===== src/rtl/branch_arm_pkg.sv =====
// Shared types for the branch-arm coverage counter: arm indices, FSM states
// and the priority decode of the two-condition if / else-if decision.
package branch_arm_pkg;

  localparam int NUM_ARMS = 3;

  typedef enum logic [1:0] {
    ARM_IF    = 2'd0,
    ARM_ELSIF = 2'd1,
    ARM_ELSE  = 2'd2
  } arm_e;

  typedef enum logic {
    IDLE = 1'b0,
    DUMP = 1'b1
  } state_e;

  // x wins over y, matching the source decision's if / else-if order.
  function automatic arm_e decode_arm(input logic x, input logic y);
    if (x)      return ARM_IF;
    else if (y) return ARM_ELSIF;
    else        return ARM_ELSE;
  endfunction

endpackage


===== src/rtl/branch_arm_sat_cnt.sv =====
// One saturating hit counter. A clear and an increment in the same cycle
// leave the counter at 1: the clear applies first, then the hit lands.
module branch_arm_sat_cnt #(
  parameter int CNT_W = 16
) (
  input  logic             clk,
  input  logic             rst,
  input  logic             clr_i,
  input  logic             inc_i,
  output logic [CNT_W-1:0] cnt_o
);

  logic [CNT_W-1:0] cnt_q, cnt_d;

  // NOTE: cnt_d is given a default before any branch so no latch is inferred.
  always_comb begin
    cnt_d = cnt_q;
    if (clr_i) begin
      cnt_d = inc_i ? CNT_W'(1) : '0;
    end else if (inc_i && (cnt_q != '1)) begin
      cnt_d = cnt_q + CNT_W'(1);
    end
  end

  // NOTE: state registers use non-blocking assignments so every flop samples
  // the pre-edge values regardless of process ordering.
  always_ff @(posedge clk) begin
    if (rst) cnt_q <= '0;
    else     cnt_q <= cnt_d;
  end

  assign cnt_o = cnt_q;

endmodule


===== src/rtl/branch_arm_counter.sv =====
// Branch-coverage collector for an if / else-if / else decision on {x,y}.
// Define BRANCH_ARM_COUNTER_INIT_EVAL_EN to count a time-zero evaluation after reset.
module branch_arm_counter
  import branch_arm_pkg::*;
#(
  parameter int CNT_W = 16
) (
  input  logic             clk,
  input  logic             rst,
  input  logic             x,
  input  logic             y,
  input  logic             clr,
  input  logic             dump_req,
  input  logic             dump_ready,
  output logic             dump_valid,
  output logic [1:0]       dump_arm,
  output logic [CNT_W-1:0] dump_data,
  output logic             dump_last,
  output logic             busy,
  output logic             hit_valid,
  output logic [1:0]       hit_arm
);

  logic [1:0]       prev_xy_q;
  logic             eval;
  arm_e             arm;
  logic [CNT_W-1:0] cnt [NUM_ARMS];

  state_e           state_q, state_d;
  arm_e             beat_q, beat_d;
  logic [CNT_W-1:0] snap_q [NUM_ARMS];
  logic [CNT_W-1:0] snap_d [NUM_ARMS];

  logic             hit_valid_q;
  arm_e             hit_arm_q;

`ifdef BRANCH_ARM_COUNTER_INIT_EVAL_EN
  logic first_q;

  always_ff @(posedge clk) begin
    if (rst) first_q <= 1'b1;
    else     first_q <= 1'b0;
  end

  assign eval = ({x, y} != prev_xy_q) || first_q;
`else
  assign eval = ({x, y} != prev_xy_q);
`endif

  assign arm = decode_arm(x, y);

  for (genvar i = 0; i < NUM_ARMS; i++) begin : g_arm
    branch_arm_sat_cnt #(.CNT_W(CNT_W)) u_cnt (
      .clk   (clk),
      .rst   (rst),
      .clr_i (clr),
      .inc_i (eval && (arm == arm_e'(i))),
      .cnt_o (cnt[i])
    );
  end

  always_comb begin
    state_d = state_q;
    beat_d  = beat_q;
    snap_d  = snap_q;
    unique case (state_q)
      IDLE: begin
        if (dump_req) begin
          state_d = DUMP;
          beat_d  = ARM_IF;
          snap_d  = cnt;
        end
      end
      DUMP: begin
        if (dump_ready) begin
          case (beat_q)
            ARM_IF:    beat_d = ARM_ELSIF;
            ARM_ELSIF: beat_d = ARM_ELSE;
            default:   state_d = IDLE;
          endcase
        end
      end
      default: state_d = IDLE;
    endcase
  end

  // NOTE: the snapshot is a handful of flops that must read zero after a
  // reset, so unlike a RAM-style array it is reset explicitly.
  always_ff @(posedge clk) begin
    if (rst) begin
      state_q     <= IDLE;
      beat_q      <= ARM_IF;
      prev_xy_q   <= 2'b00;
      hit_valid_q <= 1'b0;
      hit_arm_q   <= ARM_IF;
      for (int i = 0; i < NUM_ARMS; i++) snap_q[i] <= '0;
    end else begin
      state_q     <= state_d;
      beat_q      <= beat_d;
      snap_q      <= snap_d;
      prev_xy_q   <= {x, y};
      hit_valid_q <= eval;
      if (eval) hit_arm_q <= arm;
    end
  end

  // Beat fields are forced to zero outside a dump so idle outputs stay clean.
  assign dump_valid = (state_q == DUMP);
  assign busy       = (state_q == DUMP);
  assign dump_arm   = dump_valid ? beat_q : ARM_IF;
  assign dump_data  = dump_valid ? snap_q[beat_q] : '0;
  assign dump_last  = dump_valid && (beat_q == ARM_ELSE);
  assign hit_valid  = hit_valid_q;
  assign hit_arm    = hit_arm_q;

endmodule


===== config.mk =====
export PLATFORM = sky130hd
export DESIGN_NAME = branch_arm_counter
export DESIGN_NICKNAME = d
export VERILOG_FILES = /design/src/rtl/branch_arm_pkg.sv /design/src/rtl/branch_arm_sat_cnt.sv /design/src/rtl/branch_arm_counter.sv
export SDC_FILE = /design/constraint.sdc
export NUM_CORES = 1
export LEC_CHECK = 0
export BUFFER_PORTS_ARGS = -buffer_cell sky130_fd_sc_hd__buf_4
export CELL_PAD_IN_SITES_DETAIL_PLACEMENT = 1
export CELL_PAD_IN_SITES_GLOBAL_PLACEMENT = 2
export CORE_MARGIN = 1.5
export CORE_UTILIZATION = 37
export CTS_CLUSTER_DIAMETER = 120
export DETAILED_ROUTE_END_ITERATION = 7
export PLACE_DENSITY_LB_ADDON = 0.12
export SYNTH_ARGS = -nofsm -noshare
export SYNTH_HDL_FRONTEND = slang
export SYNTH_HIERARCHICAL = 1
export SYNTH_SLANG_ARGS = --single-unit

===== constraint.sdc =====
create_clock -name clk -period 3.5 [get_ports clk]
set_clock_uncertainty 0.2 [all_clocks]
set_input_delay 0.7 -clock clk [delete_from_list [all_inputs] [get_ports clk]]
set_output_delay 0.7 -clock clk [all_outputs]
set_load 0.01 [all_outputs]

* Word level (Yosys, flattened, before mapping)
Cells that the tools add are included.
** Operators by class
- Add/sub/neg operators :: 3
- $mul :: 0
- Divide/modulo/power cells :: 0
- $lt $le $gt $ge :: 1
- Equal/unequal tests :: 11
- Shift-type cells :: 0
- Muxes and demuxes :: 24
- Bitwise logic cells :: 2
- Reductions and logical operators :: 15
** Operators by type and width (number)
- $mux W16 :: 9
- $add A16 B1 Y16 const B :: 3
- $ne A16 B16 Y1 const B :: 3
- $bmux W16 S2 :: 1
- $mux W2 :: 5
- $pmux W2 S2 :: 2
- $logic_and A1 B1 Y1 :: 7
- $mux W1 :: 6
- $reduce_bool A2 Y1 :: 3
- $eq A2 B1 Y1 const B :: 2
- $eq A2 B2 Y1 const B :: 2
- $logic_not A2 Y1 :: 2
- $ne A2 B2 Y1 const B :: 2
- $ge A3 B3 Y1 const B :: 1
- $ne A3 B1 Y1 const B :: 1
- $not A2 Y3 :: 1
- $reduce_and A3 Y1 :: 1
- $ne A2 B2 Y1 :: 1
- $pmux W1 S2 :: 1
- $reduce_and A2 Y1 :: 1
- $reduce_or A2 Y1 :: 1
- $not A1 Y1 :: 1
** Storage, ports and cells
- Register bits after elaboration :: 104
- Latch bits :: 0
- Memory bits (writable) :: 0
- Bits in read-only memories :: 0
- Logic and storage cells :: 67
- Memories :: 0

* Depth between registers and ports, before layout
Gate-level depths: netlist of run 1.
- Depth in word-level cells :: 7
- Mapped depth :: 8
- Gate-level depth less buffers :: 6

* By module
The synthesis of run 1 kept the hierarchy.
** Modules (own cells, without submodules)
- branch_arm_counter :: instances 1, cells an instance 333, area each 2603.7 µm², sequential area each 1121.1 µm²
- branch_arm_sat_cnt :: instances 3, cells an instance 99, area each 840.8 µm², sequential area each 320.3 µm²

* Least setup slack after synthesis of run 1
No wires, ideal clock.
- Kind :: input -> register
- From :: in y
- To :: reg g_arm[0].u_cnt.cnt_q[9]
- Setup time :: 71 ps
- Arrival time :: 2625 ps
- Data required time :: 3229 ps
- Setup slack :: 604 ps
- Cell stages on the path :: 8
- Path through :: buf_2 -> xnor2_1 -> a21boi_0 -> nand3_1 -> or3_1 -> clkbuf_1 -> or4_1 -> a21oi_1
** On the way
- Longest elaborated chain between the ends :: 6
** Ends and longest elaborated chain
- start, declared :: line branch_arm_counter.sv:11 : input logic y,
- $mux W2 :: line branch_arm_pkg.sv:21 : else if (y) return ARM_ELSIF;
- $mux W2 :: line branch_arm_pkg.sv:20 : if (x) return ARM_IF;
- $logic_not A2 Y1 :: line branch_arm_counter.sv:57 : .inc_i (eval && (arm == arm_e'(i))),
- $logic_and A1 B1 Y1 (*) :: line branch_arm_counter.sv:57
- $logic_and A1 B1 Y1 (*) :: line branch_arm_sat_cnt.sv:20 : end else if (inc_i && (cnt_q != '1)) begin
- $reduce_bool A2 Y1 (no line) (*)
- end signal, assigned :: line branch_arm_sat_cnt.sv:29 : else cnt_q <= cnt_d;
- end, declared :: line branch_arm_sat_cnt.sv:13 : logic [CNT_W-1:0] cnt_q, cnt_d;
Every way passes the cells marked *; elsewhere a longest branch is shown, timed or not.
A chain may end at the register's enable or synchronous reset.

* Worst setup path after layout of run 1
- From :: reg beat_q[1]
- To :: out dump_data[1]
** On the way
- Longest elaborated chain between the ends :: 5
** Ends and longest elaborated chain
- start, declared :: line branch_arm_counter.sv:30 : arm_e beat_q, beat_d;
- start signal, assigned :: line branch_arm_counter.sv:99 : beat_q <= beat_d;
- $not A2 Y3 (implied by the code) :: line branch_arm_counter.sv:111 : assign dump_data = dump_valid ? snap_q[beat_q] : '0;
- $bmux W16 S2 :: line branch_arm_counter.sv:111
- $mux W16 (implied by the code) (2 in a row) :: line branch_arm_counter.sv:111
- $mux W16 :: line branch_arm_counter.sv:111
- end, declared :: line branch_arm_counter.sv:17 : output logic [CNT_W-1:0] dump_data,
Every way passes these cells. The select of a mux whose other input is x is not followed.

==> flow_summary.yaml, run 1 <==
setup_path:
  cpMaxStageDelayCell: "sky130_fd_sc_hd__dfxtp_1"
  cp_cell_sequence: "nor2b_1 -> buf_4 -> nand2_1 -> a21boi_1 -> buf_4"
  setup_crit_path_kind: "reg -> out"
  cp_max_fo: 21
  end_kind: "output port"
  critical_path_required_ns: 2.60
  worst_path_largest_cell_delay_ns: 0.71
  path_delay_family: "flip-flops"
  cp-start-kind: "flop"
  cpMostUsedCell: "sky130_fd_sc_hd__buf_4"
  ff2ff_setup_slack_ns: 0.74
  cp_num_buf_inv: 2
  wp_data_arrival_ns: 2.08
cts:
  tritoncts: "done"
  tritoncts_num_sinks: 104
  postCtsResizedCells: 0
  numCtsBuffers: 9
  clock_tree.buffer_depth: 2
  clkSlewWorstSetupHoldPaths_ns: 0.07
  clock_tree.htree_level_count: 3
  ctsRootBufferMaster: "sky130_fd_sc_hd__clkbuf_16"
  clk-insertion-delay-late_ns: 0.35
  postCtsHoldBufs: 0
  post-cts-setup-buffers: 0
pwr:
  share_comb_of_total_power_pct: 4.9
  p_total_uw: 2420
  power.share.clock_pct: 45.3
  power_leakage_uw: 0.00178
  power_density_nw_per_um2: 422
  power.switching_fraction_pct: 23.2
  p_switching_uw: 561
  power.internal_uw: 1860
  seq_power_share_pct: 49.9
  worst_ir_drop_vdd_mv: 0.198
floorplan:
  num_rows: 42
  initial_utilization_pct: 38.3
  fp.dieW_um: 121
  io-pin-count: 31
  core-area_um2: 13400
  die_area_um2: 14600
  chipHeight_um: 121
sta:
  timing.final.max_slew_violations: 0
  finalHoldViolCount: 0
  maxSlewHeadroom_pct: 25.7
  setup_repair_after_global_routing_missed_its_margin: "false"
  finalSetupTns_ns: 0
  final.period_utilization_pct: 85.2
  max_freq_ghz: 0.335
  finalSetupViolCount: 0
  tightest_pin_transition_ns: 1.10
  final_critical_path_time_including_i_o_delays_and_setup_ns: 2.98
final_layout:
  final-instance-count-excl-fill: 820
  regArea_um2: 2080
  finalNetCount: 649
  antenna-diode-count: 0
  finalInstanceArea_um2: 5740
  final_layout_size_suffix_gt1_share_pct: 11.5
  utilization_pct: 42.8
  layout.filler_cells: 1634
  signed_area_change_from_the_synthesized_netlist_to_the_final_layout_pct: 12.0
  multi_input_comb_area_um2: 2750
routing:
  drt_first_iter_violations: 243
  drt-wirelength-per-cell_um: 17.4
  postRouteAntennaNets: 0
  vias_per_cell: 5.52
  finalWirelength_mm: 14.2
  num_vias: 4527
  drt_pre_antenna_iters: 4
  drc: 0
status:
  run_status: "completed"
synthesis:
  synth_top_cells_by_count: "sky130_fd_sc_hd__nand2_1, sky130_fd_sc_hd__dfxtp_1, sky130_fd_sc_hd__a21oi_1"
  synth.lib_cells_used.distinct: 55
  synth.net_count: 640
  post_synth_inst_count: 630
  async_flop_share_pct: 0
  synth_most_common_cell: "sky130_fd_sc_hd__nand2_1"
  synthesis.area_um2: 5130
  dominant_cells_by_area_after_synthesis: "sky130_fd_sc_hd__dfxtp_1, sky130_fd_sc_hd__nand2_1, sky130_fd_sc_hd__a21oi_1, sky130_fd_sc_hd__mux2i_1, sky130_fd_sc_hd__or4_1"
  syn-mean-instance-area_um2: 8.14
  synth_top_cell_by_area: "sky130_fd_sc_hd__dfxtp_1"
  synth_seq_cells: 104
  ys_seq_area_share_pct: 40.6
  share_of_the_synthesized_area_in_the_top_cell_type_pct: 40.6
  synth_ff_type: "sky130_fd_sc_hd__dfxtp_1"
  post_synth_edffs: 0
  number_of_warnings_reported_in_the_yosys_synthesis_log: 6
global_routing:
  grt_max_degree: 76
  grt_most_used_layer: "met2"
  grtUsageMet3_pct: 3.35
  initial_antenna_violation_count: 0
  grt_pass1_wl_mm: 23.7
  grt_overflow_total: 0
  grt_use_total_pct: 20.5
  grt_pass1_vias: 4535
  met1_usage_pct: 28.0
  grtUsageMet2_pct: 34.0
place:
  place.port_buffers: 30
  placedCellCount: 804
  placed_cell_area_um2: 5420
  detailedPlacementHpwl_mm: 10.0
  globalplace.congestion: 0.814
hold_path:
  min-delay-path-class: "reg -> reg"
run:
  drv_cap: 0
[cell usage in the layout (no fill, tap or decap), types with 4 or more instances in the layout]
cell,Yosys,layout
sky130_fd_sc_hd__a21boi_1,10,10
sky130_fd_sc_hd__a21boi_2,6,6
sky130_fd_sc_hd__a21oi_1,83,83
sky130_fd_sc_hd__buf_4,5,38
sky130_fd_sc_hd__clkbuf_16,0,9
sky130_fd_sc_hd__dfxtp_1,104,104
sky130_fd_sc_hd__inv_1,17,17
sky130_fd_sc_hd__mux2i_1,19,19
sky130_fd_sc_hd__nand2_1,128,128
sky130_fd_sc_hd__nand2b_1,6,6
sky130_fd_sc_hd__nand3_1,27,27
sky130_fd_sc_hd__nand4_1,9,9
sky130_fd_sc_hd__nor2_1,15,15
sky130_fd_sc_hd__nor2b_1,5,5
sky130_fd_sc_hd__nor3_1,13,13
sky130_fd_sc_hd__nor4_1,9,9
sky130_fd_sc_hd__o211a_1,6,6
sky130_fd_sc_hd__o21ai_0,13,13
sky130_fd_sc_hd__o31ai_1,18,18
sky130_fd_sc_hd__o41ai_1,4,4
sky130_fd_sc_hd__or2_0,10,10
sky130_fd_sc_hd__or2_1,6,6
sky130_fd_sc_hd__or3_1,10,10
sky130_fd_sc_hd__or4_1,19,19
[flip-flops by register name (all words and copies together), names as in the netlist]
signal	count
beat_q	2
busy	1
g_arm.u_cnt/cnt_o	48
hit_arm	2
hit_valid	1
prev_xy_q	2
snap_q	48
[worst register-to-register path, stage by stage (launching register included)]
cell	delay, ns
sky130_fd_sc_hd__dfxtp_1	0.47
sky130_fd_sc_hd__nor2_1	0.08
sky130_fd_sc_hd__nor3_1	0.52
sky130_fd_sc_hd__nand3_1	0.27
sky130_fd_sc_hd__or3_1	0.54
sky130_fd_sc_hd__or4_1	0.45
sky130_fd_sc_hd__a21oi_1	0.16
[per-stage QoR]
| step | setup WS [ns] | hold WS (ns) |
|---|---|---|
| floorplan | 0.604 | 0.236 |
| global placement | 0.510 | 0.246 |
| finish | 0.518 | 0.258 |
| CTS | 0.498 | 0.261 |
| detailed placement | 0.404 | 0.251 |
| global route | 0.284 | 0.283 |
[path summary, 6_finish.rpt]
path / from / end / depth (start not counted)
worst min register to register: snap_q[21]$_SDFFE_PP0P_ / snap_q[21]$_SDFFE_PP0P_ / 2
worst max-delay path: beat_q[1]$_SDFFE_PP0P_ / dump_data[1] / 5
worst min-delay path: snap_q[21]$_SDFFE_PP0P_ / snap_q[21]$_SDFFE_PP0P_ / 2
worst max register to register: prev_xy_q[1]$_SDFF_PP0_ / g_arm[2].u_cnt/cnt_o[15]$_SDFFE_PP0P_ / 6
[routing by layer]
metal | wire length, µm | share of wire [%]
met1 | 7040 | 49
met4 | 138 | 0.97
met5 | 0 | 0
met2 | 6750 | 47
met3 | 309 | 2.2
[cell type report]
type | count | area share (%)
multi-input combinational | 468 | 47.9
sequential | 104 | 36.3
timing repair buffer | 39 | 5.32
clock buffer | 9 | 3.92
tap | 176 | 3.84
clock inverter | 7 | 1.63
inverter | 17 | 1.11
[power groups by stage]
stage / Combinational (µW) / Clock, µW / Sequential, µW
4_1_cts: 120 / 1130 / 1210
6_report: 118 / 1100 / 1210
2_1_floorplan: 90.3 / 0 / 1230
5_1_grt: 130 / 1170 / 1210
3_3_place_gp: 116 / 0 / 1230
3_5_place_dp: 119 / 0 / 1240
[cell families (layout without fill, tap and decap cells)]
group / count (synthesis) / in the layout / synth area share, %
xor gates and xnor gates: 2 / 2 / 0.342
adders and majority gates: 3 / 3 / 0.732
and+or+nand+nor: 281 / 281 / 28.4
muxes: 19 / 19 / 3.71
buffers and inverters: 58 / 72 / 5.81
AOI/OAI and AO/OA: 163 / 163 / 20.4
DFF: 104 / 104 / 40.6
(Power assumes the default switching activity.)
==> run 2, diff against run 1 <==
- CAP_MARGIN: default -> 20
- CORE_ASPECT_RATIO: default -> 1.75
==> run 2 against run 1 <==
  * Final area is 0.87% lower
  * Clock power is 14% lower
  * Global-route usage is 0.63 points lower
  * Sequential power hardly changed
  * Hold slack worse by 0.0022 ns
  * Flip-flop and latch count stayed put
  * Critical endpoint is now dump_data[8]
  * Largest power group unchanged
==> flow_summary.yaml, run 2 (synthesis results as in run 1) <==
sta:
  finalSetupViolCount: 0
  finalHoldViolCount: 0
  finalSetupTns_ns: 0
  final.period_utilization_pct: 81.0
  tightest_pin_transition_ns: 0.781
  maxSlewHeadroom_pct: 47.9
  timing.final.max_slew_violations: 0
  final_critical_path_time_including_i_o_delays_and_setup_ns: 2.84
  setup_repair_after_global_routing_missed_its_margin: "false"
  max_freq_ghz: 0.353
final_layout:
  mostFrequentLayoutCell: "sky130_fd_sc_hd__nand2_1"
  signed_area_change_from_the_synthesized_netlist_to_the_final_layout_pct: 11.0
  finalInstanceArea_um2: 5690
  finalNetCount: 650
  final_layout_size_suffix_gt1_share_pct: 11.8
  antenna-diode-count: 0
  mostFrequentLayoutCells: "sky130_fd_sc_hd__nand2_1, sky130_fd_sc_hd__dfxtp_1, sky130_fd_sc_hd__a21oi_1, sky130_fd_sc_hd__buf_4, sky130_fd_sc_hd__nand3_1"
  utilization_pct: 42.3
  layout.filler_cells: 1685
routing:
  vias_per_cell: 5.58
  drt-wirelength-per-cell_um: 17.4
  finalWirelength_mm: 14.3
  num_vias: 4567
  drc: 0
  postRouteAntennaNets: 0
  drt_pre_antenna_iters: 4
  drt_first_iter_violations: 139
setup_path:
  worstReg2RegStart: "prev_xy_q[0]$_SDFF_PP0_"
  end_kind: "output port"
  wp_data_arrival_ns: 1.94
  critical_path_required_ns: 2.60
  rr_endpoint: "g_arm[0].u_cnt/cnt_o[9]$_SDFFE_PP0P_"
  cp_max_fo: 21
  ff2ff_setup_slack_ns: 0.92
  depth_of_the_worst_register_to_register_path: 7
  cp-start-kind: "flop"
  setup_crit_path_kind: "reg -> out"
cts:
  tritoncts_num_sinks: 104
  clock_tree.htree_level_count: 3
  post-cts-setup-buffers: 0
  ctsRootBufferMaster: "sky130_fd_sc_hd__clkbuf_16"
  clock_tree.buffer_depth: 2
  tritoncts: "done"
  clk-insertion-delay-late_ns: 0.35
  postCtsHoldBufs: 0
  numCtsBuffers: 9
  postCtsResizedCells: 0
  clkSlewWorstSetupHoldPaths_ns: 0.07
hold_path:
  hold_path_startpoint: "snap_q[38]$_SDFFE_PP0P_"
  worstHoldEndpoint: "snap_q[38]$_SDFFE_PP0P_"
  min-delay-path-class: "reg -> reg"
  hold-path-cell-count: 2
floorplan:
  initial_utilization_pct: 38.1
  chipHeight_um: 159
  io-pin-count: 31
  num_rows: 56
  die_area_um2: 14600
  core-area_um2: 13500
  fp.dieW_um: 92.0
global_routing:
  grt_max_degree: 76
  grt_pass1_wl_mm: 23.3
  grt_overflow_total: 0
  initial_antenna_violation_count: 0
  grt_use_total_pct: 19.9
  grt_pass1_vias: 4697
pwr:
  power_leakage_uw: 0.00176
  worst_ir_drop_vdd_mv: 0.211
  power_density_nw_per_um2: 399
place:
  place.port_buffers: 30
  placed_cell_area_um2: 5420
  globalplace.congestion: 0.823
  detailedPlacementHpwl_mm: 10.7
run:
  drv_cap: 0
status:
  run_status: "completed"
run 2: cell types whose count changed in the layout (fill, tap and decap cells not counted):
cell,previous run,this run
sky130_fd_sc_hd__bufinv_16,2,0
sky130_fd_sc_hd__clkinv_2,2,3
sky130_fd_sc_hd__nand2b_1,6,5
sky130_fd_sc_hd__clkinvlp_4,2,1
sky130_fd_sc_hd__inv_6,1,0
sky130_fd_sc_hd__nand2b_2,0,1
sky130_fd_sc_hd__clkinv_4,0,3
sky130_fd_sc_hd__buf_12,1,0
sky130_fd_sc_hd__buf_4,38,40
run 2: report_power, final:
group	total [µW]	internal [µW]	switching (µW)
combinational	119	40.8	78.5
clock	944	483	461
sequential	1210	1190	15.0
run 2: final cells by class:
| cell class | instances | area (µm²) | share of cell area, % |
|---|---|---|---|
| Multi-Input combinational cell | 468 | 2750 | 48.4 |
| Sequential cell | 104 | 2080 | 36.6 |
| Timing Repair Buffer | 40 | 300 | 5.28 |
| Clock buffer | 9 | 225 | 3.96 |
| Tap cell | 174 | 218 | 3.83 |
| Inverter | 17 | 63.8 | 1.12 |
| Clock inverter | 7 | 48.8 | 0.857 |
run 2: metrics by stage:
step | hold WS, ns | std cells | setup WS [ns] | total power [µW]
6_report | 0.256 | 819 | 0.665 | 2270
5_1_grt | 0.279 | 819 | 0.497 | 2360
4_1_cts | 0.257 | 819 | 0.607 | 2310
3_5_place_dp | 0.247 | 803 | 0.507 | 1360
3_3_place_gp | 0.242 | 803 | 0.545 | 1350
2_1_floorplan | 0.236 | 630 | 0.604 | 1320
run 2: worst max-delay path, stage by stage, from the launching register on:
cell and delay, ns:
sky130_fd_sc_hd__dfxtp_1 0.72, sky130_fd_sc_hd__nor2b_1 0.21, sky130_fd_sc_hd__buf_4 0.23, sky130_fd_sc_hd__nand2_1 0.07, sky130_fd_sc_hd__a21boi_1 0.20, sky130_fd_sc_hd__buf_4 0.15
run 2: metal layers:
metal / track usage (%) / part of all wire, % / routed length (µm) / vias up
li1: - / - / - / 2271
met1: 21.7 / 41 / 5810 / 2221
met2: 37.2 / 54 / 7760 / 49
met3: 2.87 / 2.0 / 283 / 26
met4: 8.32 / 2.9 / 416 / 0
met5: 0 / 0 / 0 / -
run 2: worst max path at each step:
stage / depth (start not counted) / start / endpoint
after global routing: 5 / beat_q[1]$_SDFFE_PP0P_ / dump_data[4]
after global placement: 8 / y / g_arm[0].u_cnt/cnt_o[9]$_SDFFE_PP0P_
after floorplan: 8 / y / g_arm[0].u_cnt/cnt_o[9]$_SDFFE_PP0P_
after CTS: 5 / beat_q[1]$_SDFFE_PP0P_ / dump_data[4]
after detailed placement: 8 / y / g_arm[0].u_cnt/cnt_o[9]$_SDFFE_PP0P_
final: 5 / beat_q[1]$_SDFFE_PP0P_ / dump_data[8]
==> run 3, diff against run 2 <==
- clock period: 3.5 -> 2.8 ns (I/O delays scaled with it)
==> run 3 against run 2 <==
  * Cell count rose by 1.5%
  * Critical path depth did not move
  * Clock-buffer cell count did not move
  * Clock power rose by 37%
  * Combinational power rose by 31%
  * Sequential power rose by 24%
  * Largest cell class unchanged
  * Total power rose by 30%
==> flow_summary.yaml, run 3 (synthesis results as in run 1) <==
hold_path:
  hold-path-cell-count: 2
  min-delay-path-class: "in -> reg"
  hold_path_startpoint: "dump_ready"
  worstHoldEndpoint: "busy$_SDFF_PP0_"
cts:
  tritoncts: "done"
  tritoncts_num_sinks: 104
  ctsRootBufferMaster: "sky130_fd_sc_hd__clkbuf_16"
  clock_tree.htree_level_count: 3
  postCtsResizedCells: 0
  post-cts-setup-buffers: 0
  postCtsHoldBufs: 0
  clock_tree.buffer_depth: 2
  clk-insertion-delay-late_ns: 0.34
  numCtsBuffers: 9
  clkSlewWorstSetupHoldPaths_ns: 0.07
final_layout:
  antenna-diode-count: 0
  mostFrequentLayoutCells: "sky130_fd_sc_hd__nand2_1, sky130_fd_sc_hd__dfxtp_1, sky130_fd_sc_hd__a21oi_1, sky130_fd_sc_hd__buf_4, sky130_fd_sc_hd__nand3_1"
  finalInstanceArea_um2: 5820
  finalNetCount: 662
  mostFrequentLayoutCell: "sky130_fd_sc_hd__nand2_1"
  signed_area_change_from_the_synthesized_netlist_to_the_final_layout_pct: 13.6
  final-instance-count-excl-fill: 831
  final_layout_size_suffix_gt1_share_pct: 13.4
place:
  placed_cell_area_um2: 5520
  detailedPlacementHpwl_mm: 10.9
  place.port_buffers: 30
  setup_slack_at_placement_ns: 0.119
  placedCellCount: 815
  globalplace.congestion: 0.874
sta:
  tightest_pin_transition_ns: 0.785
  final_critical_path_time_including_i_o_delays_and_setup_ns: 2.70
  setup_repair_after_global_routing_missed_its_margin: "false"
  setup_ws_final_ns: 0.104
  finalSetupTns_ns: 0
  finalSetupViolCount: 0
  timing.final.max_slew_violations: 0
  maxSlewHeadroom_pct: 47.2
  finalHoldViolCount: 0
  max_freq_ghz: 0.371
  final.period_utilization_pct: 96.3
run:
  drv_cap: 0
routing:
  num_vias: 4601
  drt-wirelength-per-cell_um: 17.5
  drc: 0
  drt_pre_antenna_iters: 4
  vias_per_cell: 5.54
  postRouteAntennaNets: 0
  drt_first_iter_violations: 126
  finalWirelength_mm: 14.6
pwr:
  power_density_nw_per_um2: 506
  p_total_uw: 2950
  worst_ir_drop_vdd_mv: 0.228
  power_leakage_uw: 0.00183
floorplan:
  io-pin-count: 31
  num_rows: 56
  die_area_um2: 14600
  chipHeight_um: 159
  fp.dieW_um: 92.0
  core-area_um2: 13500
  initial_utilization_pct: 38.1
global_routing:
  grt_use_total_pct: 20.2
  grt_overflow_total: 0
  grt_pass1_vias: 4709
  initial_antenna_violation_count: 0
  grt_max_degree: 76
  grt_pass1_wl_mm: 23.5
setup_path:
  setup_crit_path_kind: "reg -> out"
  end_kind: "output port"
  critical_path_required_ns: 2.04
  ff2ff_setup_slack_ns: 0.33
  worstReg2RegStart: "prev_xy_q[1]$_SDFF_PP0_"
  cp_max_fo: 12
  cpMaxStageDelayCell: "sky130_fd_sc_hd__dfxtp_1"
  worst_path_largest_cell_delay_ns: 0.67
  cp_cell_sequence: "buf_12 -> mux2i_1 -> or2_0 -> a21boi_1 -> buf_4"
  depth_of_the_worst_register_to_register_path: 7
  wp_data_arrival_ns: 1.94
  cp-start-kind: "flop"
  cp_num_buf_inv: 2
  rr_endpoint: "g_arm[2].u_cnt/cnt_o[9]$_SDFFE_PP0P_"
  path_delay_family: "flip-flops"
status:
  run_status: "completed"
-- run 3: cell types whose count changed in the layout (fill, tap and decap cells not counted), sizes merged --
cell and change:
bufinv +1, buf +12, clkinvlp +1, clkinv -5
inv +3
-- run 3: where the power goes --
group          leakage [µW]  switching [µW]  internal [µW]  total [µW]
clock              0.000143             585            702        1290
combinational      0.000845             102           55.0         156
sequential         0.000840            15.6           1490        1500
total               0.00183             702           2250        2950
-- run 3: worst max path at each step --
stage	slack (ns)	cells after the start	to	start
after detailed placement	0.12	8	g_arm[1].u_cnt/cnt_o[9]$_SDFFE_PP0P_	x
final	0.10	5	dump_data[7]	beat_q[0]$_SDFFE_PP0P_
after global routing	0.03	5	dump_data[7]	beat_q[0]$_SDFFE_PP0P_
after global placement	0.19	8	g_arm[0].u_cnt/cnt_o[15]$_SDFFE_PP0P_	y
after floorplan	0.04	8	g_arm[0].u_cnt/cnt_o[9]$_SDFFE_PP0P_	y
after CTS	0.1	5	dump_data[7]	beat_q[0]$_SDFFE_PP0P_
-- run 3: cell type report --
cell class	count	area (µm²)
multi-input combinational	468	2750
sequential	104	2080
clock inverter	7	76.3
fill	1677	7630
timing repair buffer	52	403
tap	174	218
clock buffer	9	225
inverter	17	63.8
-- run 3: routing by layer --
metal,routed length (µm),vias to the layer above,track usage [%]
met5,0,-,0
met4,550,0,9.65
met3,250,32,2.30
met2,7720,65,37.1
met1,6060,2209,22.5
li1,-,2295,-
-- run 3: worst register-to-register path, delay by kind of cell (launching register included) --
kind	cells	cell delay [ns]
flops	1	0.49
simple gates	5	1.37
compound gates	1	0.15
buf+inv	1	0.19
-- run 3: through the flow --
step	util, %	hold WS, ns
after floorplan	-	0.236
after global placement	41.0	0.244
after detailed placement	41.0	0.247
after CTS	43.3	0.204
after global routing	43.3	0.223
final	43.3	0.214
